--- src/rtl/mdu_pkg.sv ---
// Shared types and helpers for the HI/LO multiply/divide unit.
package mdu_pkg;

  localparam int unsigned XLEN = 32;

  typedef enum logic [2:0] {
    MDU_MULT  = 3'd0,
    MDU_MULTU = 3'd1,
    MDU_DIV   = 3'd2,
    MDU_DIVU  = 3'd3,
    MDU_MTHI  = 3'd4,
    MDU_MTLO  = 3'd5,
    MDU_MUL   = 3'd6
  } mdu_op_t;

  typedef enum logic [1:0] {
    IDLE = 2'd0,
    MUL  = 2'd1,
    DIV  = 2'd2,
    FIX  = 2'd3
  } mdu_state_t;

  // Two's-complement magnitude when the operand is treated as signed.
  function automatic logic [XLEN-1:0] abs_val(input logic [XLEN-1:0] v, input logic is_signed);
    return (is_signed && v[XLEN-1]) ? (32'd0 - v) : v;
  endfunction

  function automatic logic [XLEN-1:0] neg_if(input logic [XLEN-1:0] v, input logic do_neg);
    return do_neg ? (32'd0 - v) : v;
  endfunction

endpackage

--- src/rtl/div_iter.sv ---
// One radix-2 restoring division step on the {remainder, quotient} pair.
module div_iter
  import mdu_pkg::*;
(
  input  logic [XLEN-1:0] i_rem,
  input  logic [XLEN-1:0] i_quo,
  input  logic [XLEN-1:0] i_div,
  output logic [XLEN-1:0] o_rem,
  output logic [XLEN-1:0] o_quo
);

  logic [XLEN:0] w_shift;
  logic [XLEN:0] w_diff;

  assign w_shift = {i_rem, i_quo[XLEN-1]};
  assign w_diff  = w_shift - {1'b0, i_div};

  // A zero divisor always subtracts, giving an all-ones quotient and the dividend as remainder.
  always_comb begin
    o_rem = w_shift[XLEN-1:0];
    o_quo = {i_quo[XLEN-2:0], 1'b0};
    if (w_shift >= {1'b0, i_div}) begin
      o_rem = w_diff[XLEN-1:0];
      o_quo = {i_quo[XLEN-2:0], 1'b1};
    end else begin
      o_rem = w_shift[XLEN-1:0];
      o_quo = {i_quo[XLEN-2:0], 1'b0};
    end
  end

endmodule

--- src/rtl/hilo_mdu.sv ---
// Multi-cycle multiply/divide unit owning the architectural HI/LO registers.
module hilo_mdu
  import mdu_pkg::*;
(
  input  logic            clk,
  input  logic            resetn,
  input  logic            req_valid,
  output logic            req_ready,
  input  logic [2:0]      req_op,
  input  logic [XLEN-1:0] srca,
  input  logic [XLEN-1:0] srcb,
  input  logic            flush,
  output logic            busy,
  output logic            res_valid,
  output logic [XLEN-1:0] hi,
  output logic [XLEN-1:0] lo
);

  mdu_state_t      r_state, w_state_nxt;
  mdu_op_t         w_op;
  logic [XLEN-1:0] r_opa, r_opb, r_rem, r_quo, r_hi, r_lo;
  logic [4:0]      r_cnt;
  logic            r_mul_signed, r_sign_q, r_sign_r, r_res_valid;
  logic            w_accept, w_hi_we, w_lo_we, w_res_nxt;
  logic [XLEN-1:0] w_hi_nxt, w_lo_nxt, w_rem_step, w_quo_step;
  logic [63:0]     w_ext_a, w_ext_b, w_prod;

  assign w_op      = mdu_op_t'(req_op);
  assign req_ready = (r_state == IDLE);
  assign busy      = (r_state != IDLE);
  assign w_accept  = req_valid & req_ready & ~flush;
  assign res_valid = r_res_valid;
  assign hi        = r_hi;
  assign lo        = r_lo;

  // Sign- or zero-extending both operands lets one 64-bit multiply serve mult and multu.
  assign w_ext_a = r_mul_signed ? {{32{r_opa[31]}}, r_opa} : {32'd0, r_opa};
  assign w_ext_b = r_mul_signed ? {{32{r_opb[31]}}, r_opb} : {32'd0, r_opb};
  assign w_prod  = w_ext_a * w_ext_b;

  div_iter u_div_iter (
    .i_rem (r_rem),
    .i_quo (r_quo),
    .i_div (r_opb),
    .o_rem (w_rem_step),
    .o_quo (w_quo_step)
  );

  // State register.
  always_ff @(posedge clk or negedge resetn) begin
    if (!resetn) r_state <= IDLE;
    else         r_state <= w_state_nxt;
  end

  // Next state and HI/LO write decode; flush suppresses every write.
  always_comb begin
    w_state_nxt = r_state;
    w_hi_we     = 1'b0;
    w_lo_we     = 1'b0;
    w_hi_nxt    = r_hi;
    w_lo_nxt    = r_lo;
    w_res_nxt   = 1'b0;
    if (flush) begin
      w_state_nxt = IDLE;
    end else begin
      case (r_state)
        IDLE: begin
          if (req_valid) begin
            case (w_op)
              MDU_MULT, MDU_MULTU, MDU_MUL: w_state_nxt = MUL;
              MDU_DIV, MDU_DIVU:            w_state_nxt = DIV;
              MDU_MTHI: begin
                w_hi_we  = 1'b1;
                w_hi_nxt = srca;
              end
              MDU_MTLO: begin
                w_lo_we  = 1'b1;
                w_lo_nxt = srca;
              end
              default: w_state_nxt = IDLE;
            endcase
          end else begin
            w_state_nxt = IDLE;
          end
        end
        MUL: begin
          w_hi_we     = 1'b1;
          w_lo_we     = 1'b1;
          w_hi_nxt    = w_prod[63:32];
          w_lo_nxt    = w_prod[31:0];
          w_res_nxt   = 1'b1;
          w_state_nxt = IDLE;
        end
        DIV: begin
          if (r_cnt == 5'd31) w_state_nxt = FIX;
          else                w_state_nxt = DIV;
        end
        FIX: begin
          w_hi_we     = 1'b1;
          w_lo_we     = 1'b1;
          w_hi_nxt    = neg_if(r_rem, r_sign_r);
          w_lo_nxt    = neg_if(r_quo, r_sign_q);
          w_res_nxt   = 1'b1;
          w_state_nxt = IDLE;
        end
        default: w_state_nxt = IDLE;
      endcase
    end
  end

  // Operand capture at acceptance, then one division step per DIV cycle.
  always_ff @(posedge clk or negedge resetn) begin
    if (!resetn) begin
      r_opa        <= 32'd0;
      r_opb        <= 32'd0;
      r_rem        <= 32'd0;
      r_quo        <= 32'd0;
      r_cnt        <= 5'd0;
      r_mul_signed <= 1'b0;
      r_sign_q     <= 1'b0;
      r_sign_r     <= 1'b0;
    end else if (w_accept) begin
      case (w_op)
        MDU_MULT, MDU_MUL, MDU_MULTU: begin
          r_opa        <= srca;
          r_opb        <= srcb;
          r_mul_signed <= (w_op != MDU_MULTU);
        end
        MDU_DIV, MDU_DIVU: begin
          r_quo    <= abs_val(srca, w_op == MDU_DIV);
          r_opb    <= abs_val(srcb, w_op == MDU_DIV);
          r_rem    <= 32'd0;
          r_cnt    <= 5'd0;
          r_sign_q <= (w_op == MDU_DIV) & (srca[31] ^ srcb[31]);
          r_sign_r <= (w_op == MDU_DIV) & srca[31];
        end
        default: begin
          r_cnt <= r_cnt;
        end
      endcase
    end else if ((r_state == DIV) && !flush) begin
      r_rem <= w_rem_step;
      r_quo <= w_quo_step;
      r_cnt <= r_cnt + 5'd1;
    end
  end

  // Architectural HI/LO and the completion pulse.
  always_ff @(posedge clk or negedge resetn) begin
    if (!resetn) begin
      r_hi        <= 32'd0;
      r_lo        <= 32'd0;
      r_res_valid <= 1'b0;
    end else begin
      if (w_hi_we) r_hi <= w_hi_nxt;
      if (w_lo_we) r_lo <= w_lo_nxt;
      r_res_valid <= w_res_nxt;
    end
  end

endmodule

--- config.mk ---
export PLATFORM = sky130hd
export DESIGN_NAME = hilo_mdu
export DESIGN_NICKNAME = d
export VERILOG_FILES = /design/src/rtl/mdu_pkg.sv /design/src/rtl/div_iter.sv /design/src/rtl/hilo_mdu.sv
export SDC_FILE = /design/constraint.sdc
export NUM_CORES = 2
export LEC_CHECK = 0
export ABC_CLOCK_PERIOD_IN_PS = 29300
export CORE_ASPECT_RATIO = 1.5
export CORE_MARGIN = 5
export CORE_UTILIZATION = 30
export CTS_CLUSTER_SIZE = 20
export DETAILED_ROUTE_END_ITERATION = 8
export PLACE_DENSITY_LB_ADDON = 0.12
export SETUP_SLACK_MARGIN = 0.05
export SKIP_LAST_GASP = 1
export SLEW_MARGIN = 20
export SYNTH_ARGS = -nofsm -noshare
export SYNTH_HDL_FRONTEND = slang
export SYNTH_SLANG_ARGS = --single-unit
--- constraint.sdc ---
create_clock -name clk -period 29.3 [get_ports clk]
set_input_delay 8.79 -clock clk [delete_from_list [all_inputs] [get_ports clk]]
set_output_delay 8.79 -clock clk [all_outputs]
set_load 0.1 [all_outputs]
Yosys cells after proc, flatten, opt, wreduce, memory -nomap -nowiden
Cells that the tools add are included.
W data, S select, Z words.
{ "totals": {"register_bits": 203, "inputBits": 71, "out_inout_bits": 67, "elab_cells": 101} }
{ "op_classes": {"n_addsub": 6, "mul": 1, "n_lt_le_gt_ge": 1, "eq_ne": 16, "mux": 39, "bitwise": 6, "reduce_logical": 20} }
{ "ops": {"columns": ["op", "n"], "rows": [
  ["$mux W32", 15],
  ["$pmux W32 S3", 2],
  ["$mux W64", 2],
  ["$sub A1 B32 Y32 const A", 4],
  ["$mul A64 B64 Y64", 1],
  ["$pmux W32 S2", 1],
  ["$ge A33 B32 Y1", 1],
  ["$sub A32 B32 Y32", 1],
  ["$mux W5", 3],
  ["$pmux W2 S3", 2],
  ["$mux W1", 10],
  ["$reduce_and A5 Y1", 2],
  ["$eq A3 B3 Y1 const B", 3],
  ["$reduce_and A2 Y1", 4],
  ["$eq A3 B2 Y1 const B", 2],
  ["$ne A2 B1 Y1 const B", 3],
  ["$reduce_bool A2 Y1", 3],
  ["$reduce_or A2 Y1", 3],
  ["$add A5 B1 Y5 const B", 1],
  ["$eq A5 B5 Y1 const B", 1],
  ["$and A1 B1 Y1", 4],
  ["$eq A2 B2 Y1 const B", 2],
  ["$mux W2", 2],
  ["$ne A4 B3 Y1 const B", 1],
  ["other kinds (13)", 16]
]} }

Logic depth before layout (Yosys ltp)
{ "logic_depth": {"depth_word": 6, "depth_mapped": 35, "depth_no_buf": 33} }

Modules after synthesis
Synthesis repeated with hierarchy kept, for this count alone.
{ "hier_totals": {"cells_unflattened": 6786, "area_unflattened_um2": 61760.5} }
{ "modules_own_cells": {"columns": ["module", "n_inst", "cells_each", "area_each_um2", "seq_area_each_um2"], "rows": [
  ["hilo_mdu", 1, 6432, 59196.8, 5079.9],
  ["div_iter", 1, 354, 2563.7, 0.0]
]} }

Least setup slack after synthesis
Ideal clock, no wire load.
{ "synth_timing": {"path_kind": "reg2out", "from": "register r_state[1]", "to": "output busy", "arrival_time_ns": 2.758, "t_required_ns": 20.510, "slack_ns": 17.752, "path_stages_with_launch": 4, "n_path_buf": 1, "cell_sequence": "dfrtp_1 clkbuf_1 nor2_1 inv_1"} }
{ "synth_between": {"elab_chain_len": 1} }
{ "synth_rtl": {"columns": ["element", "line", "rtl"], "rows": [
  ["start: declaration", "hilo_mdu.sv:19", "mdu_state_t r_state, w_state_nxt;"],
  ["start signal: assignment", "hilo_mdu.sv:52", "else r_state <= w_state_nxt;"],
  ["$reduce_bool A2 Y1", "hilo_mdu.sv:30", "assign busy = (r_state != IDLE);"],
  ["end: declaration", "hilo_mdu.sv:13", "output logic busy,"]
]} }
No other way between the ends.

Worst setup path in the final report
{ "layout_timing": {"from": "input flush", "to": "register r_opa[5]"} }
{ "layout_between": {"elab_chain_len": 3} }
{ "layout_rtl": {"columns": ["element", "line", "rtl"], "rows": [
  ["start: declaration", "hilo_mdu.sv:12", "input logic flush,"],
  ["$not A1 Y1 (no line)", null, null],
  ["$and A1 B1 Y1", "hilo_mdu.sv:31", "assign w_accept = req_valid & req_ready & ~flush;"],
  ["$reduce_and A2 Y1 (no line)", null, null],
  ["end signal: assignment", "hilo_mdu.sv:125", "r_opa <= srca;"],
  ["end: declaration", "hilo_mdu.sv:21", "logic [XLEN-1:0] r_opa, r_opb, r_rem, r_quo, r_hi, r_lo;"]
]} }
No other way between the ends.
A chain may end at the register's enable or synchronous reset.

==> results.md <==
- Arr. time, crit path: 12.10 ns
- Die Y: 563 µm
- FF-to-FF setup slack: 18.34 ns
- Start of the worst register-to-register path: r_opa[31]$_DFFE_PN0P_
- DP HPWL: 186000 µm
- Status: complete, no violations
- Clock Skew: 0.0267 ns
- Crit path cell chain: clkdlybuf4s50_1 > nand3b_1 > a21oi_4 > buf_4 > and2_1 > buf_4 > mux2_2
- Vias: 45.0k
- Share of layout cells above drive strength 1: 0.0346
- Fin cells: 9274
- Sequential fraction of the synthesis area: 0.0832
- Worst Path Buf+Inv: 3
- Crit path capture type: register
- Post-CTS sizing: 0
- DIE AREA: 0.213 mm²
- Fin crit share: 0.396
- Startpoint types: primary input
- Hold Violations, Final: 0
- Fmax: 0.0862 GHz
- Min-delay src: lo[3]$_DFFE_PN0P_
- First-pass GRT wire length: 338000 µm
- Worst-path clk slew: 0.06 ns
- Initial antenna violation count: 20
- Detailed Routing Iterations Pass 1: 5
- Syn_nets: 8501
- Routed len/inst: 24.4 µm
- Reg2Reg Capture Point: hi[31]$_DFFE_PN0P_
- Clk root buf: clkbuf_16
- Initial core utilization: 0.302
- Cells after synthesis: 6664
- DRT iter0 DRCs: 2630
- Syn Area/Cell: 9.16 µm²
- Placed insts: 9217
- Global route overflow: 0
- Synth area leaders: fa_1 47%, inv_1 9.8%, dfrtp_1 8.3%
- Yosys warning count: 0
- Clk buf depth: 3
- Finish-stage setup viols: 0
- Vias in the first global route: 50.3k
- Leading area contributor after synthesis: fa_1
- Worst Hold End: lo[3]$_DFFE_PN0P_
- Post-route antenna net violation count: 0
- Routed WL: 226000 µm
- Critical path's largest stage delay: 0.68 ns
- Post-Synthesis Cell Area: 0.0611 mm²
- Setup bufs post-CTS: 0
- Ys flop type: dfrtp_1
- Max_slew headroom: 0.269
- FFs w/ async S/R, synth: 1.00
- Worst-skew pair later-pin latency: 0.61 ns
- # fillers: 21.4k
- Most common cell after layout, fill and taps aside: inv_1
- Layout Nets: 8433
- Area grow syn2layout: 8.56%
- Max-cap violations: 0
- Share of the synthesized area in the top cell type: 0.465
- Max stage delay cell, worst path: nand3b_1
- CTS tree: done
- I/O pin total: 138
- TNS Setup: 0 ns
- Core area: 0.202 mm²
- Post-CTS Hold Buffers: 0
- GRT Resource Usage Total: 0.216
- Worst Path Max Fanout: 64
- Critical Path RT: 29.80 ns
- WHS Path Cells: 2
- CTS H-Tree Depth: 1
- Inserted Clock Buffers: 29
- Drt drc: 0
- Final min period: 11.60 ns
- Worst hold path type: register to register
- Most frequent cells in the layout: 1596 x inv_1, 1420 x fa_1, 723 x nand2_1, 579 x and2_1, 346 x ha_1
- CP most frequent cell: buf_4
- Actual slew at the worst max-slew pin: 1.10 ns
- Cell variety after synth: 83
- Largest net degree at the start of global routing: 86
- Input/output buffers: 137
- R2R depth: 30
- Slew Viols, Final: 0
- CTS Sinks: 203
- Placer Congestion: 0.903
- CP delay by family, top: buffers and inverters
- DR vias/cell: 4.86
- WHS: 0.486 ns
- Synth Register Bits: 203
- Number of flops mapped to enable cells by yosys: 0
- RSZ-0062 raised after global routing: no
- Rows: 202
- Die width: 378 µm
- CP Class: primary input to register
synth_stat cells (all sizes together) (18+ instances only):
cell	count
a21o	57
inv	1596
a211oi	19
xnor2	178
o21bai	21
nor2	162
and2	581
mux2i	20
clkbuf	317
nor3	31
a22oi	21
nor2b	25
fa	1420
ha	346
and3	43
xor2	81
o21ai	219
o31ai	29
a21oi	202
mux2	36
a31oi	30
nand2b	26
buf	18
nand2	726
nand3	28
dfrtp	203
worst min-delay path: stages, from the launching register on:
cell	delay (ns)
dfrtp_1	0.35
nand2_1	0.05
o21ai_0	0.06
cells by family after synthesis:
logic type               synth area share
AND/OR/NAND/NOR                     0.141
adder cells (fa/ha/maj)             0.537
AO/OA/AOI/OAI                      0.0737
multiplexers                      0.00992
flip-flops                         0.0832
XOR/XNOR                           0.0371
buffers and inverters               0.119
stage by stage:
step | utilization | worst slack (ns) | cell area (µm²)
floorplan | - | 17.75 | 61100
global placement | 0.323 | 17.06 | 65300
detailed placement | 0.323 | 17.08 | 65300
CTS | 0.328 | 17.75 | 66300
global route | 0.328 | 17.56 | 66300
finish | 0.328 | 17.70 | 66300
cell type report:
cell class	instances	area, µm²	share of cell area
Clock buffer	43	838	0.0126
Multi-Input combinational cell	4529	48800	0.736
Timing Repair Buffer	236	2110	0.0319
Tap cell	2652	3320	0.0500
Inverter	1597	5990	0.0904
Antenna cell	6	15.0	0.000226
Sequential cell	203	5090	0.0768
Clock inverter	8	159	0.00240
worst max-delay path by stage:
stage / from / to / slack [ns] / cells after the start
floorplan: r_state[1]$_DFFE_PN0P_ / busy / 17.75 / 3
global placement: srcb[4] / r_opb[29]$_DFFE_PN0P_ / 17.06 / 11
detailed placement: flush / r_opa[12]$_DFFE_PN0P_ / 17.08 / 7
CTS: flush / r_opa[12]$_DFFE_PN0P_ / 17.75 / 7
global route: flush / r_opa[12]$_DFFE_PN0P_ / 17.56 / 7
finish: flush / r_opa[5]$_DFFE_PN0P_ / 17.70 / 7
flip-flops by register name (all words and copies together), names as in the netlist:
signal	flops
res_valid	1
r_rem	32
r_opb	32
r_mul_signed	1
r_sign_q	1
r_opa	32
lo	32
r_sign_r	1
r_quo	32
r_state	2
r_cnt	5
hi	32
routing by layer:
layer / part of all wire / vias to the layer above / routed length [µm] / GRT usage
li1: - / 19700 / - / -
met1: 0.40 / 24100 / 89700 / 0.264
met2: 0.53 / 985 / 119000 / 0.400
met3: 0.035 / 279 / 7870 / 0.0156
met4: 0.042 / 2 / 9490 / 0.0709
met5: 0.000057 / - / 13 / 0
Power is not shown: default switching activity piles up to over one toggle a cycle in this logic, so the estimate is an artifact.
